$ cat src/rtl/aes_xram_sequencer_if.sv
// -----------------------------------------------------------------------------
// aes_xram_sequencer_if
//
// Purpose:
//   Groups the two bus ports of the AES-CTR XRAM sequencer. The XRAM side is a
//   byte-wide strobe/ack request port. The cipher side is a start/done
//   handshake that returns one 128-bit keystream block.
//
// Signals:
//   xram_addr      [15:0]  byte address of the current request
//   xram_data_out  [7:0]   write data (meaningful when wr=1)
//   stb                    request strobe, held until xram_ack
//   wr                     1 = write, 0 = read
//   xram_ack               request accepted/completed this cycle
//   xram_data_in   [7:0]   read data, valid with xram_ack on reads
//   aes_start              one-cycle cipher start pulse
//   aes_ctr_out    [127:0] counter block presented to the cipher
//   aes_done               cipher result valid this cycle
//   aes_out        [127:0] keystream block
//
// Modports:
//   master - the sequencer (drives requests and aes_start)
//   slave  - the memory / cipher side (drives acks, read data and aes_out)
// -----------------------------------------------------------------------------
interface aes_xram_sequencer_if;
    logic [15:0]  xram_addr;
    logic [7:0]   xram_data_out;
    logic         stb;
    logic         wr;
    logic         xram_ack;
    logic [7:0]   xram_data_in;
    logic         aes_start;
    logic [127:0] aes_ctr_out;
    logic         aes_done;
    logic [127:0] aes_out;

    modport master (
        output xram_addr, xram_data_out, stb, wr, aes_start, aes_ctr_out,
        input  xram_ack, xram_data_in, aes_done, aes_out
    );

    modport slave (
        input  xram_addr, xram_data_out, stb, wr, aes_start, aes_ctr_out,
        output xram_ack, xram_data_in, aes_done, aes_out
    );
endinterface

$ cat src/rtl/aes_xram_sequencer.sv
// -----------------------------------------------------------------------------
// aes_xram_sequencer
//
// Purpose:
//   AES-CTR sequencer over a byte-wide XRAM. For each 16-byte block it reads
//   the block from XRAM, asks the cipher for one keystream block using the
//   current counter, writes back data XOR keystream to the same addresses and
//   increments the counter. Addresses wrap at 16 bits.
//
// Optional feature:
//   `define AES_SEQ_ABORT_EN adds cfg_abort / aborted. Without it every started
//   operation runs to completion.
//
// Ports:
//   clk, rst              rising-edge clock, synchronous active-high reset
//   cfg_start             start pulse, only looked at in IDLE
//   cfg_opaddr [15:0]     XRAM base byte address
//   cfg_oplen  [15:0]     length in bytes; bits [3:0] are ignored
//   cfg_ctr    [127:0]    initial counter block
//   cfg_abort             (AES_SEQ_ABORT_EN) abort request
//   aborted               (AES_SEQ_ABORT_EN) one-cycle pulse on abort return
//   busy                  high whenever the FSM is not in IDLE
//   done                  one-cycle completion pulse
//   uaes_ctr   [127:0]    current counter register
//   bus                   XRAM + cipher ports (aes_xram_sequencer_if.master)
// -----------------------------------------------------------------------------
module aes_xram_sequencer (
    input  logic                        clk,
    input  logic                        rst,
    input  logic                        cfg_start,
    input  logic [15:0]                 cfg_opaddr,
    input  logic [15:0]                 cfg_oplen,
    input  logic [127:0]                cfg_ctr,
`ifdef AES_SEQ_ABORT_EN
    input  logic                        cfg_abort,
    output logic                        aborted,
`endif
    output logic                        busy,
    output logic                        done,
    output logic [127:0]                uaes_ctr,
    aes_xram_sequencer_if.master        bus
);

    typedef enum logic [2:0] {
        IDLE    = 3'd0,
        READ    = 3'd1,
        OPERATE = 3'd2,
        WRITE   = 3'd3,
        DONE    = 3'd4
    } state_t;

    state_t       state, state_next;
    logic [15:0]  opaddr;
    logic [11:0]  nblk;
    logic [11:0]  blk;
    logic [3:0]   idx;          // byte index within the current block
    logic [127:0] buf_q;        // plaintext/ciphertext block read from XRAM
    logic [127:0] ks;           // keystream captured from the cipher
    logic         abort_in;
    logic         abort_pend;   // abort seen while a request was still open
    logic         abort_req;
    logic         xfer_ack;
    logic         last_byte;
    logic         issue;
    logic         abort_now;
    logic [6:0]   byte_lsb;

`ifdef AES_SEQ_ABORT_EN
    assign abort_in = cfg_abort;
`else
    assign abort_in = 1'b0;
`endif

    assign abort_req = abort_in | abort_pend;
    // An ack only counts while our strobe is up; stray acks are ignored.
    assign xfer_ack  = bus.stb & bus.xram_ack;
    assign last_byte = (idx == 4'd15);
    // Byte i lives at bits [127-8i -: 8], i.e. its LSB is 8*(15-i).
    assign byte_lsb  = {~idx, 3'b000};
    assign busy      = (state != IDLE);
    assign done      = (state == DONE);

    // NOTE: sequential state uses non-blocking assignments so every register
    // samples the pre-edge values of the others, independent of block order.
    always_ff @(posedge clk) begin
        if (rst) state <= IDLE;
        else     state <= state_next;
    end

    // NOTE: every output of this block gets a default first; a path that left
    // one unassigned would infer a latch.
    always_comb begin
        state_next = state;
        issue      = 1'b0;
        abort_now  = 1'b0;
        case (state)
            IDLE: begin
                if (cfg_start)
                    state_next = (cfg_oplen[15:4] == 12'd0) ? DONE : READ;
            end
            READ, WRITE: begin
                if (abort_req && (!bus.stb || bus.xram_ack)) begin
                    // Nothing outstanding (or it completes now): leave.
                    state_next = IDLE;
                    abort_now  = 1'b1;
                end else if (xfer_ack && last_byte) begin
                    if (state == READ)                state_next = OPERATE;
                    else if ((blk + 12'd1) < nblk)    state_next = READ;
                    else                              state_next = DONE;
                end else if (!bus.stb) begin
                    // The cycle after an ack is the mandatory gap, so a new
                    // request is only raised from a strobe-low cycle.
                    issue = 1'b1;
                end
            end
            OPERATE: begin
                if (abort_in) begin
                    state_next = IDLE;
                    abort_now  = 1'b1;
                end else if (bus.aes_done) begin
                    state_next = WRITE;
                end
            end
            DONE:    state_next = IDLE;
            default: state_next = IDLE;
        endcase
    end

    always_ff @(posedge clk) begin
        if (rst) begin
            // NOTE: the data block and keystream registers are reset too, so a
            // reset always leaves the datapath in a known, all-zero state.
            opaddr            <= '0;
            nblk              <= '0;
            blk               <= '0;
            idx               <= '0;
            buf_q             <= '0;
            ks                <= '0;
            uaes_ctr          <= '0;
            abort_pend        <= 1'b0;
            bus.stb           <= 1'b0;
            bus.wr            <= 1'b0;
            bus.xram_addr     <= '0;
            bus.xram_data_out <= '0;
            bus.aes_start     <= 1'b0;
            bus.aes_ctr_out   <= '0;
`ifdef AES_SEQ_ABORT_EN
            aborted           <= 1'b0;
`endif
        end else begin
            bus.aes_start <= 1'b0;
            abort_pend    <= 1'b0;
`ifdef AES_SEQ_ABORT_EN
            aborted       <= abort_now;
`endif
            case (state)
                IDLE: begin
                    if (cfg_start) begin
                        opaddr   <= cfg_opaddr;
                        nblk     <= cfg_oplen[15:4];
                        uaes_ctr <= cfg_ctr;
                        blk      <= '0;
                        idx      <= '0;
                    end
                end
                READ, WRITE: begin
                    if (issue) begin
                        bus.stb       <= 1'b1;
                        bus.wr        <= (state == WRITE);
                        bus.xram_addr <= opaddr + {blk, 4'b0000} + {12'd0, idx};
                        if (state == WRITE)
                            bus.xram_data_out <= buf_q[byte_lsb +: 8] ^ ks[byte_lsb +: 8];
                    end else if (xfer_ack) begin
                        bus.stb <= 1'b0;
                        bus.wr  <= 1'b0;
                        idx     <= idx + 4'd1;
                        if (state == READ) begin
                            buf_q[byte_lsb +: 8] <= bus.xram_data_in;
                        end else if (last_byte && !abort_now) begin
                            uaes_ctr <= uaes_ctr + 128'd1;
                            blk      <= blk + 12'd1;
                        end
                    end
                    if (bus.stb && !bus.xram_ack && abort_req)
                        abort_pend <= 1'b1;
                    if (state_next == OPERATE) begin
                        bus.aes_start   <= 1'b1;
                        bus.aes_ctr_out <= uaes_ctr;
                    end
                end
                OPERATE: begin
                    if (state_next == WRITE)
                        ks <= bus.aes_out;
                end
                default: ;
            endcase
        end
    end

endmodule

$ cat src/flat_wrapper.sv
// flat-port wrapper written by rule: the top's interface ports become plain ports
module aes_xram_sequencer_flat 
  (clk, rst, cfg_start, cfg_opaddr, cfg_oplen, cfg_ctr, busy, done, uaes_ctr, bus_xram_addr, bus_xram_data_out, bus_stb, bus_wr, bus_aes_start, bus_aes_ctr_out, bus_xram_ack, bus_xram_data_in, bus_aes_done, bus_aes_out);
  aes_xram_sequencer_if bus_i ();
  input  logic clk;
  input  logic rst;
  input  logic cfg_start;
  input  logic [15:0] cfg_opaddr;
  input  logic [15:0] cfg_oplen;
  input  logic [127:0] cfg_ctr;
  output logic busy;
  output logic done;
  output logic [127:0] uaes_ctr;
  output wire logic [$bits(bus_i.xram_addr)-1:0] bus_xram_addr;
  output wire logic [$bits(bus_i.xram_data_out)-1:0] bus_xram_data_out;
  output wire logic [$bits(bus_i.stb)-1:0] bus_stb;
  output wire logic [$bits(bus_i.wr)-1:0] bus_wr;
  output wire logic [$bits(bus_i.aes_start)-1:0] bus_aes_start;
  output wire logic [$bits(bus_i.aes_ctr_out)-1:0] bus_aes_ctr_out;
  input wire logic [$bits(bus_i.xram_ack)-1:0] bus_xram_ack;
  input wire logic [$bits(bus_i.xram_data_in)-1:0] bus_xram_data_in;
  input wire logic [$bits(bus_i.aes_done)-1:0] bus_aes_done;
  input wire logic [$bits(bus_i.aes_out)-1:0] bus_aes_out;
  assign bus_xram_addr = bus_i.xram_addr;
  assign bus_xram_data_out = bus_i.xram_data_out;
  assign bus_stb = bus_i.stb;
  assign bus_wr = bus_i.wr;
  assign bus_aes_start = bus_i.aes_start;
  assign bus_aes_ctr_out = bus_i.aes_ctr_out;
  assign bus_i.xram_ack = bus_xram_ack;
  assign bus_i.xram_data_in = bus_xram_data_in;
  assign bus_i.aes_done = bus_aes_done;
  assign bus_i.aes_out = bus_aes_out;
  aes_xram_sequencer u_core (.clk(clk), .rst(rst), .cfg_start(cfg_start), .cfg_opaddr(cfg_opaddr), .cfg_oplen(cfg_oplen), .cfg_ctr(cfg_ctr), .busy(busy), .done(done), .uaes_ctr(uaes_ctr), .bus(bus_i));
endmodule
$ cat config.mk
export PLATFORM = sky130hd
export DESIGN_NAME = aes_xram_sequencer_flat
export DESIGN_NICKNAME = d
export VERILOG_FILES = /design/src/rtl/aes_xram_sequencer_if.sv /design/src/rtl/aes_xram_sequencer.sv /design/src/flat_wrapper.sv
export SDC_FILE = /design/constraint.sdc
export NUM_CORES = 2
export LEC_CHECK = 0
export CORE_MARGIN = 2
export CORE_UTILIZATION = 47
export CTS_BUF_LIST = sky130_fd_sc_hd__clkbuf_4 sky130_fd_sc_hd__clkbuf_8
export DETAILED_ROUTE_END_ITERATION = 10
export GPL_TIMING_DRIVEN = 0
export PLACE_DENSITY_LB_ADDON = 0.05
export SYNTH_ARGS = -nofsm -noshare
export SYNTH_HDL_FRONTEND = slang
export SYNTH_SLANG_ARGS = --single-unit
$ cat constraint.sdc
create_clock -name clk -period 4.6 [get_ports clk]
set_input_delay 0.92 -clock clk [delete_from_list [all_inputs] [get_ports clk]]
set_output_delay 0.92 -clock clk [all_outputs]
set_load 0.02 [all_outputs]
==> summary.md <==
| Metric | Value |
|---|---|
| CP arrival | 5.27 ns |
| Total CTS buffers | 100 |
| Layout Nets | 4508 |
| Fill cell count | 5519 |
| R2R Path Start | u_core.state[1]$_SDFF_PP0_ |
| Die width | 247 um |
| Final worst-path cycle share | 101% |
| Mapped Nets | 3832 |
| CTS max path bufs | 3 |
| Initial Util | 47.3% |
| Main flop type after synthesis | dfxtp_1 |
| Worst-path clk slew | 0.06 ns |
| Total of max-cap violations | 0 |
| Worst Path Max Fanout | 10 |
| Fin area | 36800 um^2 |
| Die footprint | 61100 um^2 |
| Total Negative Setup Slacks | -0.123 ns |
| PnR worst setup slack | -0.0326 ns |
| Pins Over Slew Limit | 0 |
| DR vias/cell | 6.16 |
| Final Setup Violations | 5 |
| Root buf cell | clkbuf_8 |
| Overflow after GRT | 0 |
| Gate Count Post-Synth | 3499 |
| Synth Register Bits | 587 |
| Highest Clock Rate | 216 MHz |
| Seq. cell area | 11800 um^2 |
| Multi-input logic area | 14900 um^2 |
| ANT nets after route | 0 |
| Num rows | 89 |
| Cell variety after synth | 74 |
| RD Place Congestion | 1.03 |
| Vias in the first global route | 29000 |
| Clock Sinks | 587 |
| Hold Path End | u_core.bus.aes_ctr_out[27]$_SDFFE_PP0P_ |
| Sequential fraction of the synthesis area | 42.2% |
| Placed cell areas | 34500 um^2 |
| Worst Hold Depth | 2 |
| Die Span Y | 247 um |
| Classification of the worst-slack hold path | flip-flop to flip-flop |
| Final Hold Fails | 0 |
| Final HPWL DP | 99600 um |
| Crit. Startpoint | u_core.state[1]$_SDFF_PP0_ |
| Setup Buffers After CTS | 0 |
| Final wirelength | 133000 um |
| WL/cell | 26.4 um |
| Reg-to-Reg End | u_core.uaes_ctr[20]$_SDFFE_PP0P_ |
| Mapped Area | 27800 um^2 |
| IO Port Bufs | 573 |
| R2R cell count | 10 |
| Area grow syn2layout | 32.3% |
| Number of synthesized flops with an enable pin | 0 |
| CP endpoint kind | flip-flop |
| Layout Cells excl Fill | 5038 |
| Leak | 12.4 nW |
| Power Dens Cells | 331 nW/um^2 |
| DRC errors left | 0 |
| Status | complete, but fails checks |
| IO Pins | 586 |
| Setup Crit Path Kind | flip-flop to flip-flop |
| Final Hold Slack | 0.452 ns |
| DP Cell Count | 4846 |
| Slew @ Worst Pin | 1.38 ns |
| Critical Path Start Type | flip-flop |
| # H-tree levels | 3 |
| Slew headroom | 8.13% |
| Async set or reset register ratio after synthesis | 0% |
| Vias post-DR | 31000 |
| Tot GR Track Use | 42.0% |
| Final min period | 4.63 ns |
| Core area | 58800 um^2 |
| Iteration-0 DRC Markers | 3776 |
| Crit path required time | 5.24 ns |
| Worst skew pair latency | 0.79 ns |
| Unrepaired setup endpoints after global routing | false |
| Ratio of cells with drive above 1 in the final layout | 6.93% |
| CTS tree | yes |
| First-pass GRT wire length | 188000 um |
| Total power | 12.2 mW |
| Critical hold path startpoint | u_core.bus.aes_ctr_out[27]$_SDFFE_PP0P_ |
| Clock Skews | 0.0636 ns |
| Pre-antenna DRT Iters | 9 |
| Largest net degree at the start of global routing | 16 |
| Failing checks | negative setup slack |
| Synth warnings | 0 |
| Syn Area/Cell | 7.95 um^2 |
| Worst IR drop on VDD | 0.270 mV |
| R2r setup slk | -0.03 ns |
| Initial antenna violation count | 10 |
worst max-delay path, stage by stage, from the launching register on:
cell      delay, ns
dfxtp_1        0.30
clkbuf_1       0.31
nor3_1         0.20
and2_1         0.20
clkbuf_1       0.36
o22ai_2        0.82
clkbuf_1       0.49
clkbuf_1       0.69
buf_1          0.79
nand3_1        0.16
o211ai_1       0.14
through the flow:
stage               setup slack [ns]  util [%]
floorplan                       1.29         -
global placement              -0.616      58.7
detailed placement            -0.474      58.8
CTS                           0.0102      62.5
global route                  0.0481      62.6
finish                       -0.0326      62.6
cell type report:
cell class	count	share of cell area (%)
plain buffers	277	2.85
well taps	773	2.63
diodes	9	0.0612
repair buffers	574	15.6
flip-flops and latches	587	31.9
clock buffers	167	5.60
inverters	36	0.367
multi-input cells	2599	40.5
clock inverters	16	0.422
layout by cell type, fill, tap and decap left out, types with 24 or more instances in the layout:
cell type / Yosys / layout
mux2i_1: 42 / 42
a21oi_1: 494 / 494
clkdlybuf4s50_1: 0 / 573
inv_1: 36 / 36
xnor2_1: 42 / 42
and4_1: 24 / 24
nand4_1: 48 / 48
nor2_1: 310 / 309
nor4_1: 44 / 44
clkbuf_4: 0 / 38
and3_1: 58 / 58
nand3_1: 109 / 109
o21ai_0: 89 / 89
mux4_2: 72 / 72
a211oi_1: 33 / 33
ha_1: 31 / 31
clkbuf_1: 253 / 253
nand2_1: 768 / 768
a31oi_1: 38 / 38
dfxtp_1: 587 / 587
nor3_1: 86 / 84
clkbuf_8: 0 / 129
report_power, final:
part | total [mW] | switching (mW) | internal, mW
Clock | 5.20 | 2.30 | 2.89
Combinational | 1.57 | 0.975 | 0.600
Sequential | 5.43 | 0.228 | 5.20
cell families after synthesis:
kind of cell,after synthesis,share of synthesized area (%)
AO/OA/AOI/OAI,835,17.7
XOR/XNOR,56,1.76
adder cells (fa/ha/maj),32,1.47
buffers and inverters,313,4.26
flip-flops,587,42.2
multiplexers,117,7.46
AND/OR/NAND/NOR,1559,25.1
what timing repair did:
item	4_1_cts	5_1_grt
setup endpoints to repair	0	17
hold buffers	0	0
gates resized for setup	0	2
cell usage after synthesis (44+ instances only):
master	instances	area, um^2
nand2_1	768	2880
dfxtp_1	587	11800
a21oi_1	494	2470
nor2_1	310	1160
clkbuf_1	253	950
nand3_1	109	546
o21ai_0	89	445
nor3_1	86	430
mux4_2	72	1620
and3_1	58	363
nand4_1	48	300
nor4_1	44	275
per-layer routing:
layer / global-route usage (%) / up-vias / wire [um]
li1: - / 13800 / -
met1: 49.2 / 14400 / 47500
met2: 65.9 / 2197 / 58700
met3: 12.4 / 614 / 15900
met4: 29.8 / 4 / 11100
met5: 0 / - / 27
how the worst max path moves through the flow:
stage / endpoint / slack (ns) / cells past startpoint
floorplan: u_core.buf_q[100]$_SDFFE_PP0P_ / 1.29 / 10
global placement: u_core.uaes_ctr[66]$_SDFFE_PP0P_ / -0.62 / 7
detailed placement: u_core.uaes_ctr[95]$_SDFFE_PP0P_ / -0.47 / 9
CTS: u_core.uaes_ctr[95]$_SDFFE_PP0P_ / 0.01 / 10
global route: u_core.buf_q[102]$_SDFFE_PP0P_ / 0.05 / 10
finish: u_core.uaes_ctr[20]$_SDFFE_PP0P_ / -0.03 / 10
registers in the layout, indices dropped and copies added (netlist names), 3 cells and up:
signal                    flops
u_core.buf_q                128
u_core.bus.aes_ctr_out      128
u_core.ks                   128
u_core.uaes_ctr             128
u_core.bus.xram_addr         16
u_core.opaddr                16
u_core.blk                   12
u_core.nblk                  12
u_core.bus.xram_data_out      8
u_core.idx                    4
u_core.state                  3
(Power assumes the default switching activity.)
